## src/rtl/pipeline_muldiv_pkg.sv

```systemverilog
// rtl/pipeline_muldiv_pkg.sv - shared op encodings, state codes and defaults for pipeline_muldiv
package pipeline_muldiv_pkg;

  localparam int MD_WIDTH_DEFAULT = 32;
  localparam int MD_CNTW_DEFAULT  = 6;

  typedef enum logic [1:0] {
    MD_MULT  = 2'b00,
    MD_MULTU = 2'b01,
    MD_DIV   = 2'b10,
    MD_DIVU  = 2'b11
  } md_op_e;

  typedef enum logic [1:0] {
    S_IDLE = 2'b00,
    S_CALC = 2'b01,
    S_FIX  = 2'b10
  } md_state_e;

endpackage

```

## src/rtl/pipeline_muldiv_step.sv

```systemverilog
// rtl/pipeline_muldiv_step.sv - one combinational shift-add / restoring-divide iteration
//
// Ports:
//   acc      in   2*WIDTH  working register {upper, lower}
//   operand  in   WIDTH    multiplicand (mul) or divisor (div) magnitude
//   mode     in   1        0 = multiply step, 1 = divide step
//   acc_next out  2*WIDTH  register after this step; for divide the new
//                          quotient bit is acc_next[0]
// Configuration: MULDIV_DIV_EN builds the divide path; without it mode is ignored.
module pipeline_muldiv_step #(
  parameter int WIDTH = 32
) (
  input  logic [2*WIDTH-1:0] acc,
  input  logic [WIDTH-1:0]   operand,
  input  logic               mode,
  output logic [2*WIDTH-1:0] acc_next
);

  // Multiply: upper half accumulates, whole register shifts right one bit;
  // the carry out of the add becomes the new top bit.
  logic [WIDTH:0] mul_sum;
  assign mul_sum = {1'b0, acc[2*WIDTH-1:WIDTH]} + {1'b0, operand & {WIDTH{acc[0]}}};

`ifdef MULDIV_DIV_EN
  // Divide: shift the next dividend bit into the partial remainder and try
  // a subtract. One extra guard bit keeps the sign test honest even when the
  // divisor is zero and the remainder fills all WIDTH bits.
  logic [WIDTH:0]   rem_sh;
  logic [WIDTH+1:0] diff;
  assign rem_sh = acc[2*WIDTH-1:WIDTH-1];
  assign diff   = {1'b0, rem_sh} - {2'b00, operand};

  always_comb begin
    acc_next = {mul_sum, acc[WIDTH-1:1]};
    if (mode) begin
      if (!diff[WIDTH+1]) begin
        acc_next = {diff[WIDTH-1:0], acc[WIDTH-2:0], 1'b1};
      end else begin
        acc_next = {rem_sh[WIDTH-1:0], acc[WIDTH-2:0], 1'b0};
      end
    end
  end
`else
  logic unused_mode;
  assign unused_mode = mode;
  assign acc_next    = {mul_sum, acc[WIDTH-1:1]};
`endif

endmodule

```

## src/rtl/pipeline_muldiv.sv

```systemverilog
// rtl/pipeline_muldiv.sv - iterative mult/div sequencer owning HI/LO for the EX stage
//
// Ports:
//   clk      in   1      rising-edge clock
//   reset    in   1      asynchronous active-low reset
//   start    in   1      EX holds mult/multu/div/divu (sampled in IDLE only)
//   op       in   2      00 mult, 01 multu, 10 div, 11 divu
//   srca     in   WIDTH  rs (multiplicand / dividend)
//   srcb     in   WIDTH  rt (multiplier / divisor)
//   hilo_rd  in   1      EX holds mfhi/mflo
//   hi_we    in   1      mthi
//   lo_we    in   1      mtlo
//   wdata    in   WIDTH  mthi/mtlo data
//   flush    in   1      EX instruction squashed
//   stall    out  1      hold IF/ID/EX
//   busy     out  1      sequencer not idle
//   done     out  1      one-cycle pulse after HI/LO update
//   hi, lo   out  WIDTH  HI/LO registers
// Configuration: MULDIV_DIV_EN builds div/divu; otherwise they finish in
// one cycle with hi=lo=0.
module pipeline_muldiv
  import pipeline_muldiv_pkg::*;
#(
  parameter int WIDTH = MD_WIDTH_DEFAULT,
  parameter int CNTW  = MD_CNTW_DEFAULT
) (
  input  logic             clk,
  input  logic             reset,
  input  logic             start,
  input  logic [1:0]       op,
  input  logic [WIDTH-1:0] srca,
  input  logic [WIDTH-1:0] srcb,
  input  logic             hilo_rd,
  input  logic             hi_we,
  input  logic             lo_we,
  input  logic [WIDTH-1:0] wdata,
  input  logic             flush,
  output logic             stall,
  output logic             busy,
  output logic             done,
  output logic [WIDTH-1:0] hi,
  output logic [WIDTH-1:0] lo
);

  md_state_e          state, state_d;
  md_op_e             op_e;
  logic [CNTW-1:0]    cnt;
  logic [2*WIDTH-1:0] acc, acc_next;
  logic [WIDTH-1:0]   opnd;
  logic               is_div, neg_res;
  logic               sgn, a_neg, b_neg;
  logic [WIDTH-1:0]   a_mag, b_mag;
  logic [2*WIDTH-1:0] prod_fix;
`ifdef MULDIV_DIV_EN
  logic               neg_rem, div_zero;
  logic [WIDTH-1:0]   quo_fix, rem_fix;
`endif

  assign op_e  = md_op_e'(op);
  assign sgn   = (op_e == MD_MULT) || (op_e == MD_DIV);
  assign a_neg = sgn & srca[WIDTH-1];
  assign b_neg = sgn & srcb[WIDTH-1];
  assign a_mag = a_neg ? -srca : srca;
  assign b_mag = b_neg ? -srcb : srcb;

  assign busy  = (state != S_IDLE);
  assign stall = busy | (start & (state == S_IDLE)) | (busy & (hilo_rd | hi_we | lo_we));

  pipeline_muldiv_step #(.WIDTH(WIDTH)) u_step (
    .acc      (acc),
    .operand  (opnd),
    .mode     (is_div),
    .acc_next (acc_next)
  );

  // Sign correction applied in FIX. Divide-by-zero forces an all-ones
  // quotient; the remainder then equals the dividend once its sign returns.
  assign prod_fix = neg_res ? -acc : acc;
`ifdef MULDIV_DIV_EN
  assign quo_fix  = div_zero ? {WIDTH{1'b1}} : (neg_res ? -acc[WIDTH-1:0] : acc[WIDTH-1:0]);
  assign rem_fix  = neg_rem ? -acc[2*WIDTH-1:WIDTH] : acc[2*WIDTH-1:WIDTH];
`endif

  always_comb begin
    state_d = state;
    case (state)
      S_IDLE: begin
        if (start) begin
`ifdef MULDIV_DIV_EN
          state_d = S_CALC;
`else
          state_d = op[1] ? S_FIX : S_CALC;
`endif
        end
      end
      S_CALC:  if (cnt == CNTW'(WIDTH-1)) state_d = S_FIX;
      S_FIX:   state_d = S_IDLE;
      default: state_d = S_IDLE;
    endcase
    if (flush) state_d = S_IDLE;
  end

  always_ff @(posedge clk or negedge reset) begin
    if (!reset) begin
      state    <= S_IDLE;
      cnt      <= '0;
      acc      <= '0;
      opnd     <= '0;
      is_div   <= 1'b0;
      neg_res  <= 1'b0;
`ifdef MULDIV_DIV_EN
      neg_rem  <= 1'b0;
      div_zero <= 1'b0;
`endif
      hi       <= '0;
      lo       <= '0;
      done     <= 1'b0;
    end else begin
      state <= state_d;
      done  <= 1'b0;
      // A squashed instruction leaves HI/LO and the datapath untouched.
      if (!flush) begin
        case (state)
          S_IDLE: begin
            if (hi_we) hi <= wdata;
            if (lo_we) lo <= wdata;
            if (start) begin
              is_div  <= (op_e == MD_DIV) || (op_e == MD_DIVU);
              neg_res <= a_neg ^ b_neg;
              cnt     <= '0;
`ifdef MULDIV_DIV_EN
              neg_rem  <= a_neg;
              div_zero <= (srcb == '0);
              if (op[1]) begin
                acc  <= {{WIDTH{1'b0}}, a_mag};
                opnd <= b_mag;
              end else begin
                acc  <= {{WIDTH{1'b0}}, b_mag};
                opnd <= a_mag;
              end
`else
              acc  <= {{WIDTH{1'b0}}, b_mag};
              opnd <= a_mag;
`endif
            end
          end
          S_CALC: begin
            acc <= acc_next;
            cnt <= cnt + 1'b1;
          end
          S_FIX: begin
`ifdef MULDIV_DIV_EN
            if (is_div) begin
              hi <= rem_fix;
              lo <= quo_fix;
            end else begin
              {hi, lo} <= prod_fix;
            end
`else
            if (is_div) begin
              hi <= '0;
              lo <= '0;
            end else begin
              {hi, lo} <= prod_fix;
            end
`endif
            done <= 1'b1;
          end
          default: ;
        endcase
      end
    end
  end

endmodule

```

## config.mk

```make
export PLATFORM = sky130hd
export DESIGN_NAME = pipeline_muldiv
export DESIGN_NICKNAME = d
export VERILOG_FILES = /design/src/rtl/pipeline_muldiv_pkg.sv /design/src/rtl/pipeline_muldiv_step.sv /design/src/rtl/pipeline_muldiv.sv
export SDC_FILE = /design/constraint.sdc
export NUM_CORES = 1
export LEC_CHECK = 0
export BUFFER_PORTS_ARGS = -buffer_cell sky130_fd_sc_hd__buf_2
export CAP_MARGIN = 20
export CORE_ASPECT_RATIO = 0.6
export CORE_MARGIN = 3
export CORE_UTILIZATION = 59
export CTS_CLUSTER_SIZE = 20
export DETAILED_ROUTE_END_ITERATION = 16
export MAX_ROUTING_LAYER = met4
export PLACE_DENSITY = 0.87
export SLEW_MARGIN = 20
export SYNTH_ARGS = -nofsm -noshare
export SYNTH_HDL_FRONTEND = slang
export SYNTH_HIERARCHICAL = 1
export SYNTH_SLANG_ARGS = --single-unit
```

## constraint.sdc

```tcl
create_clock -name clk -period 3.4 [get_ports clk]
set_input_delay 0.17 -clock clk [delete_from_list [all_inputs] [get_ports clk]]
set_output_delay 0.17 -clock clk [all_outputs]
set_load 0.02 [all_outputs]
```

; ---- Yosys cells after proc, flatten, opt, wreduce, memory -nomap -nowiden
; Cells that the tools add are included.
; Widths: inputs -> output; s select.
[word_totals]
reg_bits = 171
latch_bits = 0
mem_bits_rw = 0
mem_bits_ro = 0
in_bits = 105
output_inout_bits = 67
elab_cells = 67
memories = 0
[op_classes]
add_sub_neg = 5
n_mul = 0
div_mod_pow = 0
order_cmp = 0
eq_ne = 10
shift = 0
muxes = 20
bitwise_logic = 11
n_reduce_logical = 12
[ops]
columns = op, count
row1 = $mux 32, 6
row2 = $mux 64, 2
row3 = $pmux 32 s2, 2
row4 = $pmux 64 s2, 1
row5 = $neg 32->32, 2
row6 = $neg 64->64, 1
row7 = $add 32x32->33, 1
row8 = $and 32x32->32, 1
row9 = $pmux 6 s2, 1
row10 = $reduce_and 3->1, 4
row11 = $mux 2, 4
row12 = $add 6x1->6 const B, 1
row13 = $eq 2x2->1 const B, 3
row14 = $eq 6x5->1 const B, 1
row15 = $mux 6, 1
row16 = $ne 2x2->1 const B, 3
row17 = $ne 3x3->1 const B, 2
row18 = $reduce_bool 2->1, 3
row19 = $and 1x1->1, 4
row20 = $logic_not 2->1, 2
row21 = $or 1x1->1, 4
row22 = $pmux 2 s2, 1
row23 = $eq 2x1->1 const B, 1
row24 = $logic_or 1x1->1, 2
row25 = other kinds (4), 5

; ---- Longest topological paths before layout
; Gate-level depths: netlist of the first run.
[depth]
word_depth = 6
ltp_mapped = 13

; ---- Modules after synthesis
; The synthesis of the first run kept the hierarchy.
[by_module_without_submodules]
columns = module, instances, cells_each, area_each_um2, seq_area_each_um2
row1 = pipeline_muldiv, 1, 1139, 9924.5, 4279.1
row2 = pipeline_muldiv_step, 1, 295, 2187.1, 0.0

; ---- Least setup slack after synthesis of the first run
; Ideal clock, no wire load.
[synth_path]
path_kind = register -> register
from = register acc[0]
to = register acc[49]
setup_time_ps = 121
arrival_ps = 2717
path_slack_ps = 562
path_stages_with_launch = 12
n_path_buf = 0
synth_period_minus_slack_ps = 2838
path_cell_list = dfrtp_1 -> and2_1 -> ha_1 -> fa_1 -> a211o_1 -> a211oi_2 -> o31ai_2 -> a21o_1 -> a21oi_2 -> o21ai_1 -> xor2_1 -> a22o_1
[synth_via]
elab_chain_cells = 3
[synth_lines]
columns = item, line_no
row1 = "start, declared", pipeline_muldiv.sv:48  ; logic [2*WIDTH-1:0] acc, acc_next;
row2 = "start signal, assigned", pipeline_muldiv.sv:142  ; acc <= {{WIDTH{1'b0}}, b_mag};
row3 = "start signal, assigned", pipeline_muldiv.sv:148  ; acc <= acc_next;
row4 = $and 32x32->32, pipeline_muldiv_step.sv:22  ; assign mul_sum = {1'b0, acc[2*WIDTH-1:WIDTH]} + {1'b0, operand & {WIDTH{acc[0]}}};
row5 = $add 32x32->33, pipeline_muldiv_step.sv:22
row6 = named net acc_next[49], pipeline_muldiv.sv:48
row7 = $pmux 64 s2, pipeline_muldiv.sv:123  ; case (state)
; The timed path passes the listed nets, and every way through them passes these cells.
; A chain may end at the register's enable or synchronous reset.

; ---- Worst setup path in the final report of the first run
[layout_path]
from = register acc[0]
to = register acc[61]
; Same word-level chain as after synthesis.

==> qor.txt, run 1 <==
Run status -> finished, final reports clean
Synth area leader -> dfrtp_1
Die area -> 22,300 um2
CP endpoint kind -> flip-flop
DR DRC count -> 0
Worst hold path class -> input port to flip-flop
Most common cell in the netlist -> dfrtp_1
CP Max Fanout -> 4
Die Width -> 191 um
Top Ports -> 172
Final HPWL DP -> 30.2 mm
Slowest cell on the critical path -> dfrtp_1
Clock transition at the registers of the reported paths -> 0.07 ns
# H-tree levels -> 4
Cells after Synth -> 1,434
Routability cong. -> 1.02
Avg Inst Size Synth -> 8.45 um2
Crit-path cells -> and2_1 > ha_1 > fa_1 > a211o_1 > a211oi_2 > o31ai_2 > a31oi_4 > a21oi_2 > a211oi_1 > nor2b_1 > nand3_1 > nand2_1
Core Footprint -> 19,600 um2
Synth cell types -> 74
Ant. Diodes -> 0
Clock Sinks -> 171
Total CTS buffers -> 17
Routed WL -> 39.6 mm
Post-synthesis sequential element count -> 171
Leak -> 0.00622 uW
Skew-Pair Late Insertion Delay -> 0.45 ns
Fin crit period -> 3.27 ns
Pwr dens -> 661 nW/um2
Clock skew -> 0.0119 ns
Crit path max-delay family -> compound AO/OA/AOI/OAI gates
Gr usage total -> 0.367
Unrepaired setup endpoints after global routing -> false
Pre-antenna DRT Iters -> 5
Fmax achieved -> 306 MHz
Fillers -> 1,602
Top post-synthesis cells by count -> dfrtp_1, nand2_1, nor2_1
Arrival @ worst endpoint -> 3.60 ns
Setup tns final -> 0 ns
Slew Limit Fails -> 0
WL per Instance -> 21.6 um
Setup bufs post-CTS -> 0
Finished Core Util -> 0.699
Initial core utilization -> 0.619
Setup-failing EPs final -> 0
Layout cells sized above 1 -> 0.180
Syn-to-layout area delta -> 13.0%
Worst-margin pin slew -> 0.990 ns
CP bufs+invs -> 0
Post-route ant nets -> 0
Via Count -> 12,000
Seq/Total Area, Yosys -> 0.353
Largest net degree at the start of global routing -> 90
Number of max-cap violations -> 0
TritonCTS clock tree -> done
Worst EP required -> 3.73 ns
Synthesis Warnings -> 6
Via count of the first global-routing pass -> 10,800
Detailed router's first-iteration violation count -> 1,369
Worst vdd ir -> 542 uV
Vias/cell -> 6.57
Initial antenna violation count -> 0
PortBufs -> 170
Fraction of registers with async set/reset -> 1.00
Rows -> 39
CP startpoint kind -> flip-flop
Synth top area share -> 0.353
CP Class -> flip-flop to flip-flop
Min Hold Slack -> 0.0124 ns
Post-synth EDFFs -> 0
Area contributors post-synth -> dfrtp_1, xor2_1, o21ai_0, nand2_1, nor2_1
Post-cts sizing count -> 0
Top FF cell, synth -> dfrtp_1
Hold Vio Cnt, Final -> 0
Rel. slew slack -> 0.340
Final period utilization -> 0.961
Mapped Nets -> 1,576
Root buf cell -> clkbuf_16
Slowest stage delay, CP -> 0.43 ns
Post-Synthesis Cell Area -> 12,100 um2
Die Y -> 117 um
Clock buffer depth -> 2
Congestion Overflow GR -> 0
First-pass GRT wire length -> 61.0 mm
Nets@finish -> 1,695
worst paths after layout:
kind	startpoint	end	slack, ns	depth (start not counted)
max	acc[0]	acc[61]	0.13	12
min reg2reg	opnd[29]	opnd[29]	0.48	2
min	wdata[9]	lo[9]	0.01	3
max in group asynchronous	reset	acc[18]	2.05	3
min in group asynchronous	reset	acc[46]	0.36	2
max reg2reg	acc[0]	acc[61]	0.13	12
worst reg2reg max path, stage by stage (launching register included):
cell and delay (ns):
dfrtp_1 0.43, and2_1 0.18, ha_1 0.21, fa_1 0.43, a211o_1 0.36, a211oi_2 0.38
o31ai_2 0.22, a31oi_4 0.28, a21oi_2 0.14, a211oi_1 0.32, nor2b_1 0.08, nand3_1 0.07
nand2_1 0.05
through the flow:
stage / setup slack (ns) / total power (uW) / cells / cell area [um2]
after floorplan: 0.562 / 5710 / 1434 / 12100
after global placement: 0.306 / 6840 / 1796 / 13100
after detailed placement: 0.277 / 6970 / 1796 / 13100
after CTS: 0.232 / 8910 / 1829 / 13700
after global routing: 0.0545 / 9520 / 1829 / 13700
final: 0.134 / 9050 / 1829 / 13700
flip-flops by register name (all words and copies together) (netlist names):
signal / cells
opnd: 32
cnt: 6
done: 1
state: 2
lo: 32
is_div: 1
acc: 64
hi: 32
neg_res: 1
placed cells by master, fill, tap and decap left out, types with 26 or more instances in the layout:
cell type / synthesis / layout
xnor2_1: 56 / 56
o31ai_1: 28 / 28
nor2_1: 143 / 142
nand2_1: 150 / 149
a22o_1: 26 / 26
ha_1: 36 / 36
a31oi_1: 34 / 34
buf_2: 5 / 169
xor2_1: 87 / 87
buf_4: 32 / 38
dfrtp_1: 171 / 171
and2_1: 33 / 33
a21oi_1: 91 / 91
o21ai_0: 115 / 114
per-layer routing:
metal	routed length [um]	share of wire	GRT usage
met1	17700	0.45	0.540
met2	15600	0.39	0.478
met3	5650	0.14	0.125
met4	659	0.017	0.0918
met5	0	0	-
power breakdown:
group | total [uW] | switching (uW) | internal, uW
clock | 1940 | 815 | 1120
sequential | 3200 | 644 | 2550
combinational | 3910 | 2460 | 1450
kinds of logic (layout without fill, tap and decap cells):
| group | Yosys count | count (layout) | share of synthesized area |
|---|---|---|---|
| fa+ha+maj | 37 | 37 | 0.0388 |
| xor+xnor | 143 | 143 | 0.103 |
| buf+inv | 130 | 259 | 0.0513 |
| mux | 6 | 6 | 0.00517 |
| simple gates | 494 | 494 | 0.199 |
| flops | 171 | 171 | 0.353 |
| compound gates | 453 | 453 | 0.249 |
cell type report:
type	count	area (um2)	share of cell area
timing repair buffer	213	1200	0.0879
multi-input combinational	1133	7240	0.529
sequential	171	4280	0.313
clock buffer	22	474	0.0347
tap	266	333	0.0243
clock inverter	7	92.6	0.00677
inverter	17	63.8	0.00466
repair_timing:
item                                    4_1_cts  5_1_grt
hold endpoints to repair                     91        0
endpoints found under the setup margin        0        0
hold buffers                                  4        0
No activity file was read; power rests on OpenSTA's default activity.
==> inputs of run 2 (changes only) <==
--- a/config.mk
+++ b/config.mk
@@ -9,11 +9,12 @@
 export CAP_MARGIN = 20
 export CORE_ASPECT_RATIO = 0.6
 export CORE_MARGIN = 3
-export CORE_UTILIZATION = 59
+export CORE_UTILIZATION = 60
+export CTS_BUF_LIST = sky130_fd_sc_hd__clkbuf_8
 export CTS_CLUSTER_SIZE = 20
 export DETAILED_ROUTE_END_ITERATION = 16
 export MAX_ROUTING_LAYER = met4
-export PLACE_DENSITY = 0.87
+export PLACE_DENSITY = 0.88
 export SLEW_MARGIN = 20
 export SYNTH_ARGS = -nofsm -noshare
 export SYNTH_HDL_FRONTEND = slang
==> qor.txt, run 2 (synthesized netlist as in run 1, its figures left out) <==
Final period utilization -> 0.942 (was 0.961)
Total CTS buffers -> 17 (unchanged)
Gr usage total -> 0.366 (was 0.367)
Leak -> 0.00622 uW (about the same)
Detailed router's first-iteration violation count -> 1,518 (was 1,369)
CTS Hold Bufs -> 28 (was 4)
Slowest cell on the critical path -> fa_1 (was dfrtp_1)
Commonest non-fill, non-tap cell in the layout -> dfrtp_1 (unchanged)
Arrival @ worst endpoint -> 3.58 ns (was 3.60 ns)
Layout cells sized above 1 -> 0.178 (was 0.180)
Initial antenna violation count -> 0 (unchanged)
Finished Layout Cells -> 1,854 (was 1,829)
Pre-antenna DRT Iters -> 5 (unchanged)
Clock Sinks -> 171 (unchanged)
Run status -> finished, final reports clean (unchanged)
Root buf cell -> clkbuf_8 (was clkbuf_16)
Hold Crit Start -> srca[9] (was wdata[9])
Die Width -> 189 um (was 191 um)
Vias/cell -> 6.55 (was 6.57)
Initial core utilization -> 0.624 (was 0.619)
Worst EP required -> 3.77 ns (was 3.73 ns)
Sequential Area -> 4280 um2 (unchanged)
CP bufs+invs -> 1 (was 0)
R2r endpoint -> acc[63] (was acc[61])
Fillers -> 1,561 (was 1,602)
Crit path max-delay family -> compound AO/OA/AOI/OAI gates (unchanged)
Pwr dens -> 614 nW/um2 (was 661 nW/um2)
Worst vdd ir -> 488 uV (was 542 uV)
Fin crit period -> 3.20 ns (was 3.27 ns)
Rel. slew slack -> 0.312 (was 0.340)
Clock buffer depth -> 2 (unchanged)
Rows -> 39 (unchanged)
Area occupied by multi-input gates -> 7240 um2 (about the same)
Setup-failing EPs final -> 0 (unchanged)
Largest register FFs -> 64 (unchanged)
Ant. Diodes -> 0 (unchanged)
Post-cts sizing count -> 0 (unchanged)
Die area -> 22,000 um2 (was 22,300 um2)
Nets@finish -> 1,717 (was 1,695)
FF-to-FF setup slack -> 0.20 ns (was 0.13 ns)
CP Class -> flip-flop to flip-flop (unchanged)
Slew Limit Fails -> 0 (unchanged)
Final HPWL DP -> 29.6 mm (was 30.2 mm)
Syn-to-layout area delta -> 13.2% (was 13.0%)
Worst hold path class -> input port to flip-flop (unchanged)
Die Y -> 116 um (was 117 um)
Fmax achieved -> 312 MHz (was 306 MHz)
Setup tns final -> 0 ns (unchanged)
Crit path from -> acc[0] (unchanged)
Overall Power -> 8420 uW (was 9050 uW)
Worst flop-to-flop path startpoint -> acc[0] (unchanged)
Slowest stage delay, CP -> 0.46 ns (was 0.43 ns)
Congestion Overflow GR -> 0 (unchanged)
Commonest cells after routing, fill and taps aside -> dfrtp_1, buf_2, nand2_1 (unchanged)
Biggest register -> acc (unchanged)
Top Ports -> 172 (unchanged)
Clock skew -> 0.0133 ns (was 0.0119 ns)
Hold Path Sink -> opnd[9] (was lo[9])
Routed WL -> 39.0 mm (was 39.6 mm)
Setup bufs post-CTS -> 0 (unchanged)
# H-tree levels -> 4 (unchanged)
Hold Vio Cnt, Final -> 0 (unchanged)
First-pass GRT wire length -> 60.9 mm (was 61.0 mm)
Hold path cells -> 3 (unchanged)
Worst-margin pin slew -> 1.03 ns (was 0.990 ns)
Inst Count DP -> 1,792 (was 1,796)
CP Max Fanout -> 17 (was 4)
WL per Instance -> 21.0 um (was 21.6 um)
Core Footprint -> 19,400 um2 (was 19,600 um2)
Unrepaired setup endpoints after global routing -> false (unchanged)
Routability cong. -> 1.00 (was 1.02)
PortBufs -> 170 (unchanged)
Via Count -> 12,100 (was 12,000)
Clock transition at the registers of the reported paths -> 0.10 ns (was 0.07 ns)
CP startpoint kind -> flip-flop (unchanged)
DR DRC count -> 0 (unchanged)
Number of max-cap violations -> 0 (unchanged)
TritonCTS clock tree -> done (unchanged)
Post-route ant nets -> 0 (unchanged)
Via count of the first global-routing pass -> 10,900 (was 10,800)
CP endpoint kind -> flip-flop (unchanged)
Skew-Pair Late Insertion Delay -> 0.49 ns (was 0.45 ns)
Crit-path cells -> buf_4 > and2_1 > fa_1 > a211o_1 > a211oi_2 > o31ai_2 > a31oi_4 > o211a_1 > o21ai_1 > a21o_1 > a22o_1 (was and2_1 > ha_1 > fa_1 > a211o_1 > a211oi_2 > o31ai_2 > a31oi_4 > a21oi_2 > a211oi_1 > nor2b_1 > nand3_1 > nand2_1)
Worst R2R Path Depth -> 11 (was 12)
Largest net degree at the start of global routing -> 82 (was 90)
==> run 2: cell count changes in the layout (fill, tap and decap cells not counted), sizes merged <==
cell,delta
buf,-4
bufinv,-2
clkbuf,-5
clkinv,+4
clkinvlp,-1
dlygate4sd3,+26
inv,+7
==> run 2: worst min-delay path: stages <==
cell and delay, ns:
buf_2 0.10, xnor2_1 0.12, o21ai_0 0.07
==> run 2: worst max path at each step <==
| stage | end | slack [ns] | cells past startpoint |
|---|---|---|---|
| floorplan | acc[49] | 0.56 | 11 |
| global placement | acc[63] | 0.34 | 11 |
| detailed placement | acc[63] | 0.30 | 11 |
| CTS | acc[63] | 0.26 | 11 |
| global route | acc[61] | 0.05 | 12 |
| finish | acc[63] | 0.20 | 11 |
==> run 2: metrics by stage <==
stage	worst slack (ns)	area, um2	util	hold slack (ns)
final	0.197	13700	0.706	0.0141
after CTS	0.263	13700	0.704	0.00103
after global placement	0.342	13000	0.672	0.258
after floorplan	0.562	12100	-	-0.126
after global routing	0.0459	13700	0.706	0.00790
after detailed placement	0.301	13000	0.672	0.265
==> run 2: routing by layer <==
metal / up-vias / GRT usage / share of wire
li1: 5486 / - / -
met1: 5759 / 0.543 / 0.44
met2: 846 / 0.486 / 0.40
met3: 54 / 0.119 / 0.14
met4: 0 / 0.0719 / 0.017
met5: - / - / 0
==> run 2: report_power, final <==
part | internal [uW] | switching (uW) | total [uW]
logic | 1440 | 2410 | 3860
clock network | 519 | 842 | 1360
registers | 2550 | 648 | 3190
total | 4510 | 3900 | 8410
==> run 2: layout make-up <==
class	instances	area share
Clock inverter	15	0.00858
Timing Repair Buffer	235	0.105
Clock buffer	17	0.0171
Inverter	17	0.00466
Sequential cell	171	0.312
Tap cell	266	0.0243
Multi-Input combinational cell	1133	0.529
==> inputs of run 3 (changes only) <==
--- a/config.mk
+++ b/config.mk
@@ -9,12 +9,12 @@
 export CAP_MARGIN = 20
 export CORE_ASPECT_RATIO = 0.6
 export CORE_MARGIN = 3
-export CORE_UTILIZATION = 60
+export CORE_UTILIZATION = 52
 export CTS_BUF_LIST = sky130_fd_sc_hd__clkbuf_8
 export CTS_CLUSTER_SIZE = 20
 export DETAILED_ROUTE_END_ITERATION = 16
 export MAX_ROUTING_LAYER = met4
-export PLACE_DENSITY = 0.88
+export PLACE_DENSITY = 0.78
 export SLEW_MARGIN = 20
 export SYNTH_ARGS = -nofsm -noshare
 export SYNTH_HDL_FRONTEND = slang
==> qor.txt, run 3 (synthesized netlist as in run 1, its figures left out) <==
Finished Core Util -> 0.616 (was 0.706)
Setup tns final -> 0 ns (unchanged)
Inst Count DP -> 1,838 (was 1,792)
Largest register FFs -> 64 (unchanged)
Slew Limit Fails -> 0 (unchanged)
Syn-to-layout area delta -> 14.1% (was 13.2%)
CP endpoint kind -> flip-flop (unchanged)
Largest net degree at the start of global routing -> 67 (was 82)
Hold Crit Start -> srca[29] (was srca[9])
Slowest cell on the critical path -> dfrtp_1 (was fa_1)
Detailed router's first-iteration violation count -> 1,645 (was 1,518)
Congestion Overflow GR -> 0 (unchanged)
CP Class -> flip-flop to flip-flop (unchanged)
Arrival @ worst endpoint -> 3.60 ns (was 3.58 ns)
Post-route cell area -> 13,800 um2 (was 13,700 um2)
Die Width -> 203 um (was 189 um)
Leak -> 0.00627 uW (was 0.00622 uW)
Crit path from -> acc[0] (unchanged)
Die area -> 25,200 um2 (was 22,000 um2)
Nets@finish -> 1,720 (was 1,717)
Routability cong. -> 0.982 (was 1.00)
Slowest stage delay, CP -> 0.51 ns (was 0.46 ns)
Biggest register -> acc (unchanged)
Die Y -> 124 um (was 116 um)
Unrepaired setup endpoints after global routing -> false (unchanged)
Layout cells sized above 1 -> 0.177 (was 0.178)
Finished Layout Cells -> 1,899 (was 1,854)
Run status -> finished, final reports clean (unchanged)
Fmax achieved -> 310 MHz (was 312 MHz)
Via Count -> 12,000 (was 12,100)
Skew-Pair Late Insertion Delay -> 0.48 ns (was 0.49 ns)
Fillers -> 2,026 (was 1,561)
Setup-failing EPs final -> 0 (unchanged)
# H-tree levels -> 4 (unchanged)
Post-cts sizing count -> 0 (unchanged)
Gr usage total -> 0.321 (was 0.366)
TritonCTS clock tree -> done (unchanged)
Via count of the first global-routing pass -> 10,700 (was 10,900)
DP Area -> 13,100 um2 (was 13,000 um2)
Core Footprint -> 22,400 um2 (was 19,400 um2)
Rows -> 42 (was 39)
Final HPWL DP -> 30.5 mm (was 29.6 mm)
Min Hold Slack -> 0.0234 ns (was 0.0141 ns)
Fin crit period -> 3.22 ns (was 3.20 ns)
Worst EP required -> 3.77 ns (about the same)
Clock transition at the registers of the reported paths -> 0.09 ns (was 0.10 ns)
Post-route ant nets -> 0 (unchanged)
Pre-antenna DRT Iters -> 7 (was 5)
Root buf cell -> clkbuf_8 (unchanged)
Pwr dens -> 620 nW/um2 (was 614 nW/um2)
Worst-margin pin slew -> 0.942 ns (was 1.03 ns)
Crit path max-delay family -> compound AO/OA/AOI/OAI gates (unchanged)
Clock Sinks -> 171 (unchanged)
Crit-path cells -> and2_1 > ha_1 > fa_1 > a211o_1 > a211oi_2 > o31ai_2 > a31oi_4 > o211a_1 > o21ai_1 > a21o_1 > a22o_1 (was buf_4 > and2_1 > fa_1 > a211o_1 > a211oi_2 > o31ai_2 > a31oi_4 > o211a_1 > o21ai_1 > a21o_1 > a22o_1)
Rel. slew slack -> 0.366 (was 0.312)
Worst vdd ir -> 347 uV (was 488 uV)
Worst hold path class -> input port to flip-flop (unchanged)
CP Max Fanout -> 6 (was 17)
Vias/cell -> 6.31 (was 6.55)
Sequential Area -> 4280 um2 (about the same)
WL per Instance -> 21.0 um (about the same)
Hold Vio Cnt, Final -> 0 (unchanged)
Setup bufs post-CTS -> 0 (unchanged)
Initial antenna violation count -> 1 (was 0)
Commonest non-fill, non-tap cell in the layout -> dfrtp_1 (unchanged)
CTS Hold Bufs -> 29 (was 28)
Clock buffer depth -> 2 (unchanged)
Clock skew -> 0.0144 ns (was 0.0133 ns)
Worst flop-to-flop path startpoint -> acc[0] (unchanged)
First-pass GRT wire length -> 62.1 mm (was 60.9 mm)
Final period utilization -> 0.948 (was 0.942)
Initial core utilization -> 0.540 (was 0.624)
PortBufs -> 170 (unchanged)
Area occupied by multi-input gates -> 7240 um2 (about the same)
DR DRC count -> 0 (unchanged)
Total CTS buffers -> 17 (unchanged)
Commonest cells after routing, fill and taps aside -> dfrtp_1, buf_2, nand2_1 (unchanged)
Number of max-cap violations -> 0 (unchanged)
CP bufs+invs -> 0 (was 1)
CP startpoint kind -> flip-flop (unchanged)
Top Ports -> 172 (unchanged)
Routed WL -> 39.9 mm (was 39.0 mm)
-- run 3: changes by cell type in the layout (fill, tap and decap cells not counted), moves of 2 or more --
cell       delta
buf_4         +3
bufinv_16     +3
clkinv_4      -2
inv_1         +5
inv_6         -4
inv_8         -2
-- run 3: worst paths after layout --
kind | endpoint | slack (ns) | depth (start not counted)
max | acc[63] | 0.18 | 11
min | opnd[29] | 0.02 | 3
max reg2reg | acc[63] | 0.18 | 11
min reg2reg | opnd[20] | 0.48 | 2
max in group asynchronous | opnd[22] | 2.35 | 3
min in group asynchronous | acc[47] | 0.21 | 2
-- run 3: report_power, final --
part           switching [uW]  internal [uW]  leakage [uW]
Combinational            2430           1470       0.00396
Sequential                628           2550       0.00210
Clock                     762            725      0.000216
-- run 3: final cells by class --
class                           count  share of cell area
Multi-Input combinational cell   1133               0.524
Sequential cell                   171               0.310
Timing Repair Buffer              238               0.106
Tap cell                          308              0.0279
Clock buffer                       18              0.0179
Clock inverter                     13              0.0100
Inverter                           17             0.00462
Antenna cell                        1            0.000181
-- run 3: tightest hold or removal path, cell delays in order --
cell and delay (ns):
buf_2 0.09, xor2_1 0.06, o21ai_0 0.13
-- run 3: per-stage QoR --
stage / power (uW) / setup WS (ns)
finish: 8570 / 0.177
global placement: 6860 / 0.286
global route: 9090 / 0.0198
floorplan: 5710 / 0.562
CTS: 8470 / 0.199
detailed placement: 6960 / 0.228
-- run 3: per-layer routing --
metal,vias to the layer above,GRT usage,wire length (um)
li1,5490,-,-
met1,5771,0.507,18600
met2,679,0.411,15900
met3,35,0.0874,4930
met4,0,0.0477,395
met5,-,-,0
